===== config.mk =====
export PLATFORM = sky130hd
export DESIGN_NAME = lfsr_random_gen
export DESIGN_NICKNAME = d
export VERILOG_FILES = /design/src/rtl/lfsr_random_pkg.sv /design/src/rtl/lfsr_random_gen_core.sv /design/src/rtl/lfsr_random_gen.sv
export SDC_FILE = /design/constraint.sdc
export NUM_CORES = 1
export LEC_CHECK = 0
export CAP_MARGIN = 20
export CORE_ASPECT_RATIO = 0.6
export CORE_UTILIZATION = 45
export DETAILED_ROUTE_END_ITERATION = 7
export PLACE_DENSITY_LB_ADDON = 0.12
export REMOVE_ABC_BUFFERS = 1
export SYNTH_ARGS = -nofsm -noshare
export SYNTH_HDL_FRONTEND = slang
export SYNTH_HIERARCHICAL = 1
export SYNTH_SLANG_ARGS = --single-unit

===== constraint.sdc =====
create_clock -name clk -period 6.6 [get_ports clk]
set_input_delay 0.99 -clock clk [delete_from_list [all_inputs] [get_ports clk]]
set_output_delay 0.99 -clock clk [all_outputs]
set_load 0.05 [all_outputs]

===== src/rtl/lfsr_random_pkg.sv =====
`default_nettype none
// ============================================================================
//  Module      : lfsr_random_pkg
//  Description : Shared definitions for the Drums Hero pseudo-random note
//                generator: maximal-length tap masks for LFSR widths 4..16,
//                the generator FSM state type, the default seed and a
//                tap-mask lookup helper.
//  Revision    : 1.0 - initial release
// ============================================================================
package lfsr_random_pkg;

    // Generator FSM. RESTEP is only reachable when the no-repeat feature is
    // compiled into lfsr_random_gen.
    typedef enum logic [0:0] {
        COUNT  = 1'b0,
        RESTEP = 1'b1
    } lfsr_state_t;

    // Reset / lock-up recovery value, truncated to the LFSR width at use.
    localparam logic [15:0] c_DEFAULT_SEED = 16'hACE1;

    // Fibonacci tap masks, bit k set means state bit k feeds the XOR.
    // Polynomial x^n + ... maps term x^m onto state bit m-1.
    localparam logic [16:4][15:0] c_TAP_TABLE = {
        16'hD008,   // 16: x^16 + x^15 + x^13 + x^4 + 1
        16'h6000,   // 15: x^15 + x^14 + 1
        16'h2015,   // 14: x^14 + x^5  + x^3  + x^1 + 1
        16'h100D,   // 13: x^13 + x^4  + x^3  + x^1 + 1
        16'h0829,   // 12: x^12 + x^6  + x^4  + x^1 + 1
        16'h0500,   // 11: x^11 + x^9  + 1
        16'h0240,   // 10: x^10 + x^7  + 1
        16'h0110,   //  9: x^9  + x^5  + 1
        16'h00B8,   //  8: x^8  + x^6  + x^5  + x^4 + 1
        16'h0060,   //  7: x^7  + x^6  + 1
        16'h0030,   //  6: x^6  + x^5  + 1
        16'h0014,   //  5: x^5  + x^3  + 1
        16'h000C    //  4: x^4  + x^3  + 1
    };

    // Tap mask for a given width; unsupported widths return an empty mask.
    function automatic logic [15:0] tap_mask(input int width);
        logic [4:0] idx;
        idx = 5'(width);
        if (width < 4 || width > 16) begin
            return 16'h0000;
        end
        return c_TAP_TABLE[idx];
    endfunction

endpackage
`default_nettype wire


===== src/rtl/lfsr_random_gen_core.sv =====
`default_nettype none
// ============================================================================
//  Module      : lfsr_core
//  Description : Shift-left Fibonacci LFSR state register with feedback XOR,
//                seed loading (zero seed replaced by SEED) and a lock-up
//                guard that returns an all-zero state to SEED on the next
//                step. Priority: rst > load > step.
//  Revision    : 1.0 - initial release
// ============================================================================
module lfsr_core
    import lfsr_random_pkg::*;
#(
    parameter int          LFSR_W = 16,
    parameter logic [15:0] SEED   = c_DEFAULT_SEED
) (
    input  logic              clk,
    input  logic              rst,
    input  logic              step,
    input  logic              load,
    input  logic [LFSR_W-1:0] load_val,
    output logic [LFSR_W-1:0] state,
    output logic [LFSR_W-1:0] next
);

    localparam logic [15:0]       c_TAPS_FULL = tap_mask(LFSR_W);
    localparam logic [LFSR_W-1:0] c_TAPS      = c_TAPS_FULL[LFSR_W-1:0];
    localparam logic [LFSR_W-1:0] c_SEED      = SEED[LFSR_W-1:0];

    logic [LFSR_W-1:0] r_state;
    logic [LFSR_W-1:0] w_next;
    logic [LFSR_W-1:0] w_load_val;
    logic              w_fb;

    // Feedback and next-state; an all-zero state would never leave zero, so
    // the step value is forced to the seed instead.
    always_comb begin
        w_fb       = ^(r_state & c_TAPS);
        w_next     = {r_state[LFSR_W-2:0], w_fb};
        w_load_val = load_val;
        if (r_state == '0) begin
            w_next = c_SEED;
        end
        if (load_val == '0) begin
            w_load_val = c_SEED;
        end
    end

    // State register: reset, then seed load, then a normal step.
    always_ff @(posedge clk) begin
        if (rst) begin
            r_state <= c_SEED;
        end else if (load) begin
            r_state <= w_load_val;
        end else if (step) begin
            r_state <= w_next;
        end
    end

    assign state = r_state;
    assign next  = w_next;

endmodule
`default_nettype wire


===== src/rtl/lfsr_random_gen.sv =====
`default_nettype none
// ============================================================================
//  Module      : lfsr_random_gen
//  Description : Parametrised pseudo-random drum-lane pattern generator.
//                A rate divider steps an LFSR every `period` enabled ticks
//                (0 treated as 1) and publishes the low OUT_W bits of the
//                new state with a one-cycle out_valid strobe.
//                Optional build macro LFSR_RANDOM_GEN_NO_REPEAT_EN: when
//                defined, a published value never equals the previous one;
//                the LFSR keeps stepping in state RESTEP until it differs.
//  Revision    : 1.0 - initial release
// ============================================================================
module lfsr_random_gen
    import lfsr_random_pkg::*;
#(
    parameter int          LFSR_W = 16,
    parameter int          OUT_W  = 4,
    parameter logic [15:0] SEED   = c_DEFAULT_SEED,
    parameter int          DIV_W  = 24
) (
    input  logic              clk,
    input  logic              rst,
    input  logic              enable,
    input  logic              seed_load,
    input  logic [LFSR_W-1:0] seed_in,
    input  logic [DIV_W-1:0]  period,
    output logic [OUT_W-1:0]  out,
    output logic              out_valid
);

    localparam logic [DIV_W-1:0] c_COUNT_ONE = DIV_W'(1);

    lfsr_state_t       r_fsm;
    lfsr_state_t       w_fsm_nxt;
    logic [DIV_W-1:0]  r_count;
    logic [DIV_W-1:0]  w_count_nxt;
    logic [OUT_W-1:0]  r_out;
    logic              r_out_valid;

    logic [DIV_W-1:0]  w_eff_period;
    logic              w_terminal;
    logic              w_dup;
    logic              w_step;
    logic              w_publish;
    logic [LFSR_W-1:0] w_state;
    logic [LFSR_W-1:0] w_next;
    logic              w_unused;

    lfsr_core #(
        .LFSR_W (LFSR_W),
        .SEED   (SEED)
    ) u_core (
        .clk      (clk),
        .rst      (rst),
        .step     (w_step),
        .load     (seed_load),
        .load_val (seed_in),
        .state    (w_state),
        .next     (w_next)
    );

    // Terminal count; comparing with >= means a period lowered below the
    // current count fires on the next enabled cycle instead of wrapping.
    always_comb begin
        w_eff_period = (period == '0) ? c_COUNT_ONE : period;
        w_terminal   = (r_count >= (w_eff_period - c_COUNT_ONE));
    end

`ifdef LFSR_RANDOM_GEN_NO_REPEAT_EN
    assign w_dup = (w_next[OUT_W-1:0] == r_out);
`else
    assign w_dup = 1'b0;
`endif

    // Next-state, divider and step/publish decisions; seed_load overrides
    // any step and returns the FSM to COUNT even while disabled.
    always_comb begin
        w_fsm_nxt   = r_fsm;
        w_count_nxt = r_count;
        w_step      = 1'b0;
        w_publish   = 1'b0;
        if (seed_load) begin
            w_fsm_nxt   = COUNT;
            w_count_nxt = '0;
        end else if (enable) begin
            case (r_fsm)
                COUNT: begin
                    if (w_terminal) begin
                        w_step      = 1'b1;
                        w_count_nxt = '0;
                        if (w_dup) begin
                            w_fsm_nxt = RESTEP;
                        end else begin
                            w_publish = 1'b1;
                        end
                    end else begin
                        w_count_nxt = r_count + c_COUNT_ONE;
                    end
                end
                RESTEP: begin
                    w_step      = 1'b1;
                    w_count_nxt = '0;
                    if (!w_dup) begin
                        w_publish = 1'b1;
                        w_fsm_nxt = COUNT;
                    end
                end
                default: begin
                    w_fsm_nxt = COUNT;
                end
            endcase
        end
    end

    // FSM state register.
    always_ff @(posedge clk) begin
        if (rst) begin
            r_fsm <= COUNT;
        end else begin
            r_fsm <= w_fsm_nxt;
        end
    end

    // Divider count and published output registers.
    always_ff @(posedge clk) begin
        if (rst) begin
            r_count     <= '0;
            r_out       <= '0;
            r_out_valid <= 1'b0;
        end else begin
            r_count     <= w_count_nxt;
            r_out_valid <= w_publish;
            if (w_publish) begin
                r_out <= w_next[OUT_W-1:0];
            end
        end
    end

    assign out       = r_out;
    assign out_valid = r_out_valid;

    // Upper LFSR bits and the raw state are intentionally not published.
    assign w_unused = ^{w_state, w_next};

endmodule
`default_nettype wire


Word-level counts from Yosys, hierarchy flattened
Cells that the tools add are included.
{"block": "classes", "reduce_logical": 6, "add_sub_neg": 2, "n_mux": 9, "magnitude_cmp": 1}
{"cell": "16-bit two-way mux", "count": 4}
{"cell": "24-bit two-way mux", "count": 2}
{"cell": "16-bit zero test", "count": 2}
{"cell": "24-bit by 1-bit adder with 24-bit output, second input constant", "count": 1}
{"cell": "24-bit >= comparator", "count": 1}
{"cell": "24-bit zero test", "count": 1}
{"cell": "24-bit by 1-bit subtractor with 24-bit output, second input constant", "count": 1}
{"cell": "16-bit parity", "count": 1}
{"cell": "1-bit two-way mux", "count": 3}
{"cell": "2-bit nonzero test", "count": 1}
{"cell": "2-bit OR reduction", "count": 1}
{"block": "totals", "register_bits": 45}

Logic depth before layout (Yosys ltp)
{"block": "logic_depth", "depth_word": 9, "ltp_mapped": 22, "depth_no_buf": 21}

By module
Netlist, hierarchy kept.
{"module": "lfsr_random_gen", "area_per_inst_um2": 2233.4, "cells_per_inst": 269, "instances": 1}
{"module": "lfsr_core", "area_per_inst_um2": 988.4, "cells_per_inst": 118, "instances": 1}

Worst setup path before layout
OpenSTA, ideal clock, no wires.
{"block": "synth_path", "kind": "input to register", "from": "in period[15]", "to": "reg u_core.r_state[6], in the netlist u_core/state[6]", "setup_slack_ns": 1.220, "stages": 21, "t_required_ns": 6.478, "arrival_time_ns": 5.259, "n_path_buf": 2, "setup_ns": 0.122, "cell_sequence": "or4_4 > nor4_2 > and4b_2 > nor2b_1 > a21oi_1 > ha_1 > nand3b_1 > or2_1 > nor3_1 > xnor2_1 > ha_1 > a41oi_1 > o21ai_0 > a221oi_1 > o2111a_1 > nor3_2 > buf_6 > nor2_2 > buf_2 > a21oi_1 > a221o_1"}
{"block": "synth_via", "elab_chain_cells": 8}
{"item": "start: declaration", "line_no": "lfsr_random_gen.sv:26", "text": "input logic [DIV_W-1:0] period,"}
{"item": "24-bit zero test", "line_no": "lfsr_random_gen.sv:65", "text": "w_eff_period = (period == '0) ? c_COUNT_ONE : period;"}
{"item": "24-bit two-way mux *", "line_no": "lfsr_random_gen.sv:65"}
{"item": "24-bit by 1-bit subtractor with 24-bit output *", "line_no": "lfsr_random_gen.sv:66", "text": "w_terminal = (r_count >= (w_eff_period - c_COUNT_ONE));"}
{"item": "24-bit >= comparator *", "line_no": "lfsr_random_gen.sv:66"}
{"item": "1-bit two-way mux * (3 in a row)"}
{"item": "net w_publish", "line_no": "lfsr_random_gen.sv:44", "text": "logic w_publish;"}
{"item": "2-bit nonzero test (no line) *"}
{"item": "end signal: assignment", "line_no": "lfsr_random_gen_core.sv:51", "text": "r_state <= c_SEED;"}
{"item": "end signal: assignment", "line_no": "lfsr_random_gen_core.sv:53", "text": "r_state <= w_load_val;"}
{"item": "end signal: assignment", "line_no": "lfsr_random_gen_core.sv:55", "text": "r_state <= w_next;"}
{"item": "end: declaration", "line_no": "lfsr_random_gen_core.sv:29", "text": "logic [LFSR_W-1:0] r_state;"}
Mark *: on every way through the listed nets, which the timed path passes. The rest lies on a longest branch.
A chain may end at the register's enable or synchronous reset.

Worst setup path in the final report
{"block": "layout_path", "from": "in period[15]", "to": "reg u_core.r_state[0], in the netlist u_core/state[0]"}
The elaborated chain is that of the path after synthesis.

==> out/results.ini <==
[setup_path]
cp-endpoint=u_core/state[0]$_SDFFE_PP1P_
crit_path_max_incr_delay_ns=0.58
critPathLaunchType=primary input
cp_slowest_cell=or4_4
ff2ff_path_depth=11
r2r_setup_slack_ns=3.76
end_kind=register
worstReg2RegEnd=u_core/state[0]$_SDFFE_PP1P_
critPathKind=primary input to register
startpoint=period[15]
cp.required_ns=6.77
worstReg2RegStart=r_count[13]$_SDFFE_PP0P_
arrival_ns=6.17
path_cells=clkdlybuf4s50_1, or4_4, nor4_2, and4b_2, nor2b_1, a21oi_1, ha_1, nand3b_1, or2_1, nor3_1, xnor2_1, ha_1, a41oi_1, o21ai_0, a221oi_1, o2111a_1, nor3_2, buf_4, nor2_2, buf_4, a21oi_1, a221o_1
crit_fanout=16

[timing]
slew_viol_final=0
timing.setup.tns_ns=0
min_period_over_period=0.909
hold_violations=0
layout_min_cycle_time_ns=6.00
rsz0062_at_grt=false
max_freq_mhz=167
fin_skew_ns=0.00861
slew_headroom=0.378
tightest_slew_ns=0.930
setup_viol=0

[placed_design]
port_buffers=48
gp_congestion=0.869
dp_hpwl_mm=6.18

[synth]
synth_cells=375
yosysWarnings=6
netlist_area_um2=3150
avgSynthCellArea_um2=8.41

[power_and_ir_drop]
p_per_area_nw_per_um2=181
ir_worst_vdd_mv=0.129
power_mw=0.709
p_leak_nw=1.40

[die]
start_util=0.468
pin_count=49
core_um2=6730
die_y_um=66.8
die_x_um=110
dieArea_um2=7360
rows=23

[worst_hold_path]
hold_path.class=register to register

[routing]
drc=0
drt_iter0_markers=237
ant_nets=0
dr_total_vias=2739
drt_wl_total_mm=7.90
wl_per_cell_um=15.5
dr.pass1.iters=4
viasPerCell=5.36

[cells_and_area]
fillers=621
register_area_um2=901
drive_gt1_frac=0.0731
area_growth_pct=24.0
final_cell_mix=nor2_1 (63), clkdlybuf4s50_1 (48), dfxtp_1 (45)
fin_nets=494
final_common_cell=nor2_1
antenna_cells=0
multi_input_area_um2=2150

[grt]
grt_pass1_vias=2374
gr-total-overflow=0
antenna_found_initial=0
grt_use_total=0.234
grt_pass1_wl_mm=12.7
grt_max_degree=30

[cts]
cts_inserted_buffers=5
clk_pin_slew_ns=0.06
hold_buffers=0
clock_sinks=45
ctsHtreeMaxLevel=2
clk_latency_ns=0.29
cts_setup_buffers=0
clock-root-buffer=clkbuf_16
cts_tree=yes
post_cts_resized=0
clk_path_buf_depth=2

[run]
drv_cap=0

[outcome]
status=completed

-- worst max-delay path: cells and delay by family --
| family | cells | cell delay (ns) |
|---|---|---|
| buffers and inverters | 3 | 0.88 |
| XOR/XNOR | 1 | 0.21 |
| AND/OR/NAND/NOR | 9 | 1.96 |
| adder cells (fa/ha/maj) | 2 | 0.53 |
| AO/OA/AOI/OAI | 7 | 1.61 |
-- metrics by stage --
step	hold WS [ns]	area [um2]	worst slack (ns)	cells	util
floorplan	0.456	3090	0.914	363	-
global placement	0.475	3720	0.459	503	0.552
detailed placement	0.472	3720	0.362	503	0.552
CTS	0.492	3910	0.633	511	0.581
global route	0.501	3910	0.181	511	0.581
finish	0.483	3910	0.602	511	0.581
-- area by class of cell --
cell class | count | share of cell area
Timing Repair Buffer | 53 | 0.132
Multi-Input combinational cell | 308 | 0.550
Inverter | 10 | 0.00960
Sequential cell | 45 | 0.230
Clock buffer | 5 | 0.0320
Clock inverter | 3 | 0.0176
Tap cell | 87 | 0.0278
-- where the power goes --
group          leakage [nW]  internal [mW]  switching, mW  total [mW]
Combinational         0.935         0.0498         0.0465      0.0963
Clock                0.0944          0.218          0.108       0.326
Sequential            0.366          0.278        0.00876       0.287
-- routing by layer --
metal | GRT usage | wire length [um] | part of all wire
met3 | 0.0528 | 665 | 0.084
met4 | 0.0500 | 29 | 0.0037
met2 | 0.243 | 2470 | 0.31
met1 | 0.420 | 4730 | 0.60
met5 | 0 | 0 | 0
-- how the worst min path moves through the flow --
stage                                              from                             to  cells after the start
after floorplan           u_core/state[15]$_SDFFE_PP1P_  u_core/state[15]$_SDFFE_PP1P_                      1
after global placement    u_core/state[15]$_SDFFE_PP1P_  u_core/state[15]$_SDFFE_PP1P_                      1
after detailed placement  u_core/state[15]$_SDFFE_PP1P_  u_core/state[15]$_SDFFE_PP1P_                      1
after CTS                 u_core/state[15]$_SDFFE_PP1P_  u_core/state[15]$_SDFFE_PP1P_                      1
after global routing                out[2]$_SDFFE_PP0P_            out[2]$_SDFFE_PP0P_                      2
final                               out[1]$_SDFFE_PP0P_            out[1]$_SDFFE_PP0P_                      2
-- state kept, by name, summed over array words and instances (netlist names) --
| register | cells |
|---|---|
| out | 4 |
| out_valid | 1 |
| r_count | 24 |
| u_core/state | 16 |
(Power assumes the default switching activity.)
